## config.mk

```make
export PLATFORM = sky130hd
export DESIGN_NAME = alu_issue_ctrl_flat
export DESIGN_NICKNAME = d
export VERILOG_FILES = /design/src/rtl/alu_issue_ctrl_if.sv /design/src/rtl/alu_issue_ctrl.sv /design/src/flat_wrapper.sv
export SDC_FILE = /design/constraint.sdc
export NUM_CORES = 1
export LEC_CHECK = 0
export ABC_AREA = 0
export CAP_MARGIN = 20
export CORE_UTILIZATION = 38
export DETAILED_ROUTE_END_ITERATION = 8
export PLACE_DENSITY = 0.87
export SKIP_LAST_GASP = 1
export SLEW_MARGIN = 25
export SYNTH_ARGS = -nofsm -noshare
export SYNTH_HDL_FRONTEND = slang
export SYNTH_SLANG_ARGS = --single-unit
```

## constraint.sdc

```tcl
create_clock -name clk -period 2.7 [get_ports clk]
set_input_delay 0.81 -clock clk [delete_from_list [all_inputs] [get_ports clk]]
set_output_delay 0.81 -clock clk [all_outputs]
set_load 0.02 [all_outputs]
```

## src/rtl/alu_issue_ctrl_if.sv

```systemverilog
// Instruction-in and response-out handshake bundle for alu_issue_ctrl.
// master = upstream issuer / downstream consumer side, slave = the controller.
interface alu_issue_ctrl_if #(
   parameter int BITS_DATA = 32,
   parameter int BITS_ADDR = 8
);
   logic                 in_valid;
   logic                 in_ready;
   logic [4:0]           in_opcode;
   logic [BITS_DATA-1:0] in_a;
   logic [BITS_DATA-1:0] in_b;
   logic [BITS_ADDR-1:0] in_target;
   logic                 res_valid;
   logic                 res_ready;
   logic [BITS_DATA-1:0] res_data;
   logic                 jmp_taken;
   logic [BITS_ADDR-1:0] jmp_addr;

   modport master (
      output in_valid, in_opcode, in_a, in_b, in_target, res_ready,
      input  in_ready, res_valid, res_data, jmp_taken, jmp_addr
   );

   modport slave (
      input  in_valid, in_opcode, in_a, in_b, in_target, res_ready,
      output in_ready, res_valid, res_data, jmp_taken, jmp_addr
   );
endinterface

```

## src/rtl/alu_issue_ctrl.sv

```systemverilog
// Execute-stage issue controller: drives the combinational ALU, keeps {C,S,O,Z}, resolves jumps.
// Optional retired-instruction counter is built only when ALU_CTRL_RETIRE_CNT_EN is defined.
module alu_issue_ctrl #(
   parameter int BITS_DATA = 32,
   parameter int BITS_ADDR = 8
) (
   input  logic                 clk,
   input  logic                 rst_n,
   alu_issue_ctrl_if.slave      bus,
   output logic [4:0]           alu_opcode,
   output logic [BITS_DATA-1:0] alu_operando_a,
   output logic [BITS_DATA-1:0] alu_operando_b,
   input  logic [BITS_DATA-1:0] alu_resultado,
   input  logic                 alu_C,
   input  logic                 alu_S,
   input  logic                 alu_O,
   input  logic                 alu_Z,
   output logic [3:0]           flags,
   output logic                 illegal_op,
   output logic                 halted,
   output logic [31:0]          retire_cnt
);

   localparam logic [4:0] OP_NOP = 5'd0;
   localparam logic [4:0] OP_NOT = 5'd1;
   localparam logic [4:0] OP_AND = 5'd2;
   localparam logic [4:0] OP_OR  = 5'd3;
   localparam logic [4:0] OP_XOR = 5'd4;
   localparam logic [4:0] OP_NEG = 5'd5;
   localparam logic [4:0] OP_ADD = 5'd6;
   localparam logic [4:0] OP_SUB = 5'd7;
   localparam logic [4:0] OP_MUL = 5'd8;
   localparam logic [4:0] OP_DIV = 5'd9;
   localparam logic [4:0] OP_MOD = 5'd10;
   localparam logic [4:0] OP_JMP = 5'd11;
   localparam logic [4:0] OP_JC  = 5'd12;
   localparam logic [4:0] OP_JS  = 5'd13;
   localparam logic [4:0] OP_JO  = 5'd14;
   localparam logic [4:0] OP_JZ  = 5'd15;
   localparam logic [4:0] OP_HLT = 5'd31;

   typedef enum logic [1:0] {IDLE, EXEC, RESP, HALT} state_t;

   state_t               state, state_nxt;
   logic [4:0]           op_p0;
   logic [BITS_DATA-1:0] a_p0, b_p0;
   logic [BITS_ADDR-1:0] tgt_p0;
   logic [BITS_DATA-1:0] res_p1;
   logic                 jmp_p1;
   logic [BITS_ADDR-1:0] addr_p1;
   logic [3:0]           flags_q;
   logic                 halted_q;
   logic                 capture, load_alu, load_jmp, set_halt, taken;

   function automatic logic is_alu_op(input logic [4:0] op);
      case (op)
         OP_NOT, OP_AND, OP_OR, OP_XOR, OP_NEG,
         OP_ADD, OP_SUB, OP_MUL, OP_DIV, OP_MOD: return 1'b1;
         default:                                return 1'b0;
      endcase
   endfunction

   function automatic logic is_jump(input logic [4:0] op);
      return (op >= OP_JMP) && (op <= OP_JZ);
   endfunction

   // Conditions test the flag register as it stood before this jump
   function automatic logic jump_taken(input logic [4:0] op, input logic [3:0] f);
      case (op)
         OP_JMP:  return 1'b1;
         OP_JC:   return f[3];
         OP_JS:   return f[2];
         OP_JO:   return f[1];
         OP_JZ:   return f[0];
         default: return 1'b0;
      endcase
   endfunction

   always_ff @(posedge clk or negedge rst_n) begin
      if (!rst_n) state <= IDLE;
      else        state <= state_nxt;
   end

   always_comb begin
      state_nxt  = state;
      capture    = 1'b0;
      load_alu   = 1'b0;
      load_jmp   = 1'b0;
      set_halt   = 1'b0;
      illegal_op = 1'b0;
      case (state)
         IDLE: begin
            if (bus.in_valid) begin
               capture   = 1'b1;
               state_nxt = EXEC;
            end
         end
         EXEC: begin
            if (is_alu_op(op_p0)) begin
               load_alu  = 1'b1;
               state_nxt = RESP;
            end else if (is_jump(op_p0)) begin
               load_jmp  = 1'b1;
               state_nxt = RESP;
            end else if (op_p0 == OP_NOP) begin
               state_nxt = IDLE;
            end else if (op_p0 == OP_HLT) begin
               set_halt  = 1'b1;
               state_nxt = HALT;
            end else begin
               illegal_op = 1'b1;
               state_nxt  = IDLE;
            end
         end
         RESP: begin
            if (bus.res_ready) state_nxt = IDLE;
         end
         HALT: state_nxt = HALT;
         default: state_nxt = IDLE;
      endcase
   end

   assign taken = jump_taken(op_p0, flags_q);

   // Stage p0: captured instruction, held through EXEC and beyond
   always_ff @(posedge clk or negedge rst_n) begin
      if (!rst_n) begin
         op_p0  <= '0;
         a_p0   <= '0;
         b_p0   <= '0;
         tgt_p0 <= '0;
      end else if (capture) begin
         op_p0  <= bus.in_opcode;
         a_p0   <= bus.in_a;
         b_p0   <= bus.in_b;
         tgt_p0 <= bus.in_target;
      end
   end

   // Stage p1: response registers and architectural flags
   always_ff @(posedge clk or negedge rst_n) begin
      if (!rst_n) begin
         res_p1   <= '0;
         jmp_p1   <= 1'b0;
         addr_p1  <= '0;
         flags_q  <= '0;
         halted_q <= 1'b0;
      end else begin
         if (load_alu) begin
            res_p1  <= alu_resultado;
            jmp_p1  <= 1'b0;
            addr_p1 <= '0;
            flags_q <= {alu_C, alu_S, alu_O, alu_Z};
         end else if (load_jmp) begin
            res_p1  <= '0;
            jmp_p1  <= taken;
            addr_p1 <= taken ? tgt_p0 : '0;
         end
         if (set_halt) halted_q <= 1'b1;
      end
   end

   assign bus.in_ready   = (state == IDLE);
   assign bus.res_valid  = (state == RESP);
   assign bus.res_data   = res_p1;
   assign bus.jmp_taken  = jmp_p1;
   assign bus.jmp_addr   = addr_p1;
   assign alu_opcode     = op_p0;
   assign alu_operando_a = a_p0;
   assign alu_operando_b = b_p0;
   assign flags          = flags_q;
   assign halted         = halted_q;

`ifdef ALU_CTRL_RETIRE_CNT_EN
   logic        retire_inc;
   logic [31:0] retire_q;

   // Responses retire on the handshake; NOP and HLT retire as they leave EXEC
   assign retire_inc = ((state == RESP) && bus.res_ready) ||
                       ((state == EXEC) && ((op_p0 == OP_NOP) || (op_p0 == OP_HLT)));

   always_ff @(posedge clk or negedge rst_n) begin
      if (!rst_n)          retire_q <= '0;
      else if (retire_inc) retire_q <= retire_q + 32'd1;
   end

   assign retire_cnt = retire_q;
`else
   assign retire_cnt = '0;
`endif

endmodule

```

## src/flat_wrapper.sv

```systemverilog
// flat-port wrapper written by rule: the top's interface ports become plain ports
module alu_issue_ctrl_flat 
#(
   parameter int BITS_DATA = 32,
   parameter int BITS_ADDR = 8
)
  (clk, rst_n, alu_opcode, alu_operando_a, alu_operando_b, alu_resultado, alu_C, alu_S, alu_O, alu_Z, flags, illegal_op, halted, retire_cnt, bus_in_valid, bus_in_opcode, bus_in_a, bus_in_b, bus_in_target, bus_res_ready, bus_in_ready, bus_res_valid, bus_res_data, bus_jmp_taken, bus_jmp_addr);
  alu_issue_ctrl_if #(.BITS_DATA(BITS_DATA), .BITS_ADDR(BITS_ADDR)) bus_i ();
  input  logic clk;
  input  logic rst_n;
  output logic [4:0] alu_opcode;
  output logic [BITS_DATA-1:0] alu_operando_a;
  output logic [BITS_DATA-1:0] alu_operando_b;
  input  logic [BITS_DATA-1:0] alu_resultado;
  input  logic alu_C;
  input  logic alu_S;
  input  logic alu_O;
  input  logic alu_Z;
  output logic [3:0] flags;
  output logic illegal_op;
  output logic halted;
  output logic [31:0] retire_cnt;
  input wire logic [$bits(bus_i.in_valid)-1:0] bus_in_valid;
  input wire logic [$bits(bus_i.in_opcode)-1:0] bus_in_opcode;
  input wire logic [$bits(bus_i.in_a)-1:0] bus_in_a;
  input wire logic [$bits(bus_i.in_b)-1:0] bus_in_b;
  input wire logic [$bits(bus_i.in_target)-1:0] bus_in_target;
  input wire logic [$bits(bus_i.res_ready)-1:0] bus_res_ready;
  output wire logic [$bits(bus_i.in_ready)-1:0] bus_in_ready;
  output wire logic [$bits(bus_i.res_valid)-1:0] bus_res_valid;
  output wire logic [$bits(bus_i.res_data)-1:0] bus_res_data;
  output wire logic [$bits(bus_i.jmp_taken)-1:0] bus_jmp_taken;
  output wire logic [$bits(bus_i.jmp_addr)-1:0] bus_jmp_addr;
  assign bus_i.in_valid = bus_in_valid;
  assign bus_i.in_opcode = bus_in_opcode;
  assign bus_i.in_a = bus_in_a;
  assign bus_i.in_b = bus_in_b;
  assign bus_i.in_target = bus_in_target;
  assign bus_i.res_ready = bus_res_ready;
  assign bus_in_ready = bus_i.in_ready;
  assign bus_res_valid = bus_i.res_valid;
  assign bus_res_data = bus_i.res_data;
  assign bus_jmp_taken = bus_i.jmp_taken;
  assign bus_jmp_addr = bus_i.jmp_addr;
  alu_issue_ctrl #(.BITS_DATA(BITS_DATA), .BITS_ADDR(BITS_ADDR)) u_core (.clk(clk), .rst_n(rst_n), .bus(bus_i), .alu_opcode(alu_opcode), .alu_operando_a(alu_operando_a), .alu_operando_b(alu_operando_b), .alu_resultado(alu_resultado), .alu_C(alu_C), .alu_S(alu_S), .alu_O(alu_O), .alu_Z(alu_Z), .flags(flags), .illegal_op(illegal_op), .halted(halted), .retire_cnt(retire_cnt));
endmodule
```

Yosys cells after proc, flatten, opt, wreduce, memory -nomap -nowiden
Memories as Yosys holds them, arrays and structs flattened.
Cells that the tools add are included.
Widths: inputs -> output; s select.

word-level totals
  bits in registers = 125
  bits in latches = 0
  RAM bits = 0
  ROM bits = 16
  input port bits = 117
  output and inout bits = 150
  word-level logic and storage cells = 63
  memories kept = 1

memory list
  memory           depth  bits a word  read ports  clocked after Yosys merged registers in  write ports  RTL line              RTL
  (no name shown)  16     1            1           0                                        0            alu_issue_ctrl.sv:56  case (op)

operators by class
  add/subtract/negate cells = 0
  multipliers = 0
  divide/modulo/power cells = 0
  order comparisons = 2
  equality and inequality tests = 11
  shifts and indexed selects = 0
  multiplexer cells = 34
  bitwise logic cells = 0
  reductions and logical operators = 5

operators by type and width
  operator            number
  $mux 32             2
  $eq 5x4->1 const B  5
  $mux 8              3
  $mux 1              21
  $mux 2              6
  $pmux 2 s4          1
  $eq 5x5->1 const B  1
  $ge 5x4->1 const B  1
  $le 5x4->1 const B  1
  $logic_not 5->1     1
  $pmux 1 s5          1
  $eq 2x2->1 const B  2
  $ne 2x2->1 const B  2
  $eq 2x1->1 const B  1
  $logic_not 2->1     1
  $reduce_and 2->1    1
  $reduce_bool 2->1   1
  $logic_and 1x1->1   1

Depth between registers and ports, before layout
  depth in word-level cells = 7
  gate-level depth with buffers = 7
  depth with buffers taken out = 4

Least setup slack after synthesis
OpenSTA, ideal clock, no wires.

  kind = register to register
  from = register u_core.state[1]
  to = register u_core.a_p0[29] (netlist: u_core.alu_operando_a[29])
  library setup time = 0.125 ns
  data arrival time = 1.878 ns
  data required time = 2.575 ns
  path slack = 0.697 ns
  cell stages (with the launch flop) = 7
  cells stage by stage = dfrtp_1 -> nor2_1 -> and2_1 -> clkbuf_1 -> buf_2 -> buf_2 -> mux2_2

between the ends
  longest elaborated chain between the ends = 2

ends and longest elaborated chain
  element                   RTL line               RTL
  start: declaration        alu_issue_ctrl.sv:44   state_t state, state_nxt;
  start signal: assignment  alu_issue_ctrl.sv:81   else state <= state_nxt;
  $logic_not 2->1           n/a
  via bus_in_ready          flat_wrapper.sv:29     output wire logic [$bits(bus_i.in_ready)-1:0] bus_in_ready;
  $mux 1                    alu_issue_ctrl.sv:91   case (state)
  end signal: assignment    alu_issue_ctrl.sv:134  a_p0 <= bus.in_a;
  end: declaration          alu_issue_ctrl.sv:46   logic [BITS_DATA-1:0] a_p0, b_p0;

The timed path passes the listed nets, and every way through them passes these cells.
A chain may end at the register's enable or synchronous reset.

Worst setup path in the final report
  from = register u_core.state[1]
  to = output port bus_in_ready

between the ends
  longest elaborated chain between the ends = 1

ends and longest elaborated chain
  element           RTL line               RTL
  $logic_not 2->1   alu_issue_ctrl.sv:163  assign bus.in_ready = (state == IDLE);
  end: declaration  flat_wrapper.sv:29

No other way between the ends.

==> impl_metrics.csv <==
group,metric,value,unit
final_layout,nFillCells,950,
critical_path,critical_path_class,"reg -> out",
timing,rsz0062_at_grt,"no",
global_route,gr-total-overflow,0,
logic_synthesis,yosysTopAreaCell,"dfrtp_1",
global_route,top_usage_layer,"met2",
floorplanning,die_w,116,um
timing,setup_tns,0,ns
logic_synthesis,synthTopCellsByArea,"dfrtp_1 (64%), mux2_2 (19%), a22o_1 (7.2%)",
outcome,status,"completed",
timing,fmax,401,MHz
floorplanning,num_rows,41,
critical_path,rr_worst_depth,5,
clocking,worstSkewPairLatency,0.40,ns
logic_synthesis,avgSynthCellArea,15.2,um^2
timing,fin_crit,2.50,ns
route,vias_per_cell,4.64,
global_route,gr-usage-all-layers,18.4,%
pwr,p_clk_share,21.6,%
pwr,p_per_area,1300,nW/um^2
timing,hold_violations,0,
global_route,grt_use_met1,19.5,%
pwr,swShare,34.2,%
logic_synthesis,ys_seq_area_share,63.9,%
timing,drv_slew,0,
timing,fin_ws,0.204,ns
timing,hold-worst-slack,0.465,ns
timing,period_share,92.5,%
logic_synthesis,async_reset_ff_share,100,%
critical_path,startpoint_type,"flip-flop",
route,drtIter0Drc,86,
pwr,p_sw,3.51,mW
route,via_count,3459,
pwr,p_comb_share,46.0,%
floorplanning,coreArea,12600,um^2
clocking,cts.sinks,125,
clocking,cts_setup_buffers,0,
logic_synthesis,synth_cell_types,24,
logic_synthesis,synth_top_area_share,63.9,%
final_layout,nets,680,
place,place_inst,716,
global_route,grt_first_pass_wirelength,18.3,mm
route,wire_per_inst,16.2,um
floorplanning,dieArea,13300,um^2
global_route,gr-usage-met3,8.73,%
clocking,cts_tree,"yes",
logic_synthesis,synth_enable_flop_cells,0,
global_route,grt_pass1_vias,3618,
clocking,cts_root_buf,"clkbuf_16",
critical_path,cp_max_fo,5,
final_layout,area_delta_synth_final,61.3,%
final_layout,antenna_cells,0,
floorplanning,ios,267,
timing,slew_headroom,56.2,%
global_route,grtUsageMet2,31.1,%
worst_hold_path,holdPathStages,1,
logic_synthesis,syn_area,4900,um^2
job,drv_cap,0,
place,pre_cts_ws,0.376,ns
logic_synthesis,synth_seq_cells,125,
critical_path,worst_setup_path_end_kind,"primary output",
route,detail_route.wirelength,12.1,mm
place,hpwl,9.01,mm
route,first_pass_iters,4,
logic_synthesis,ys_warn_count,0,
floorplanning,initial_utilization,39.0,%
critical_path,worstPathArrival,1.69,ns
route,drcViolationCount,0,
clocking,cts_buffers,17,
clocking,path_clk_slew,0.05,ns
logic_synthesis,synthFlopType,"dfrtp_1",
final_layout,final_cell_count_no_fill,746,
final_layout,layout-drive-gt1-share,20.6,%
floorplanning,die_h,116,um
clocking,htreeDepth,4,
pwr,p_leak,3.39,nW
timing,tightest_slew,0.657,ns
global_route,grt_antenna_before_repair,0,
place,io_buffers,234,
timing,finalSetupViolCount,0,
pwr,internal_power,6.75,mW
global_route,grt_max_degree,126,
pwr,peakVddDrop,0.754,mV
critical_path,cp.required,1.89,ns
pwr,p_seq_share,32.5,%
place,gp_congestion,0.738,
worst_hold_path,hold_path_class,"reg -> reg",
route,ant_nets,0,
timing,fin_skew,0.00579,ns
clocking,cts_buffer_depth,2,
logic_synthesis,syn-instance-count,322,
-- metrics by stage --
stage               total power [mW]  cell area (um^2)  utilization (%)
finish                          10.3              7900             62.9
global route                    10.8              7900             62.9
CTS                             10.4              7900             62.9
detailed placement              8.11              7330             58.3
global placement                7.97              7330             58.3
floorplan                       5.81              5010                -
-- worst paths after layout --
path | from | slack, ns | endpoint
max | u_core.state[1] | 0.20 | bus_in_ready
min | u_core.halted | 0.46 | u_core.halted
max reg2reg | u_core.state[0] | 0.47 | u_core.bus.res_data[28]
min reg2reg | u_core.halted | 0.46 | u_core.halted
max in group asynchronous | rst_n | 1.69 | u_core.alu_operando_b[19]
min in group asynchronous | rst_n | 0.50 | u_core.alu_operando_a[27]
-- synth_stat cells, drive strengths merged (2+ instances only) --
cell type,n
o21ai,3
nor2,3
buf,44
clkbuf,5
dfrtp,125
a22o,40
nor2b,3
a21o,3
nor3,2
mux2,81
-- power groups by stage --
stage	Sequential (mW)	Clock [mW]	Combinational, mW
global route	3.45	2.34	4.99
finish	3.33	2.21	4.72
floorplan	4.30	0	1.51
CTS	3.34	2.27	4.78
detailed placement	3.35	0	4.75
global placement	3.31	0	4.66
-- state kept, by name, summed over array words and instances (netlist names), 2 cells and up --
signal	cells
u_core.flags	4
u_core.alu_operando_b	32
u_core.state	2
u_core.alu_operando_a	32
u_core.tgt_p0	8
u_core.alu_opcode	5
u_core.bus.res_data	32
u_core.bus.jmp_addr	8
-- metal layers --
metal	routed length, um	up-vias
met2	5960	186
met5	0	-
met3	1380	18
li1	-	1587
met4	228	0
met1	4520	1668
-- cell usage in the layout, fill, tap and decap left out, drive strengths merged, types with 3 or more instances in the layout --
cell type and count:
clkdlybuf4s50 232, nor2b 3, clkinv 4, mux2 81, clkbuf 22, buf 7, nor2 3, bufinv 3
conb 32, dfrtp 125, a22o 40, o21ai 3, a21o 3
-- repair_timing --
action                                  CTS  global route
endpoints found under the setup margin    0             1
gates resized for setup                   0             1
hold buffers                              0             0
-- critical path, stage by stage, from the launching register on --
cell and delay [ns]:
dfrtp_1 0.41, nor2_1 0.23, clkdlybuf4s50_1 0.65
-- layout make-up --
type | instances | area (um^2) | area share [%]
Clock inverter | 8 | 118 | 1.49
Timing Repair Buffer | 240 | 2420 | 30.7
Multi-Input combinational cell | 178 | 1560 | 19.7
Inverter | 1 | 3.75 | 0.0475
Clock buffer | 22 | 454 | 5.75
Sequential cell | 125 | 3130 | 39.6
Tap cell | 172 | 215 | 2.72
-- logic make-up (layout without fill, tap and decap cells) --
family / after synthesis / after routing / share of synthesized area [%]
buffers and inverters: 50 / 271 / 6.74
muxes: 81 / 81 / 18.6
and+or+nand+nor: 16 / 16 / 1.87
AOI/OAI and AO/OA: 49 / 49 / 8.84
DFF: 125 / 125 / 63.9
other: 1 / 32 / 0.0766
Note: power is estimated with default switching activity, not from simulation.
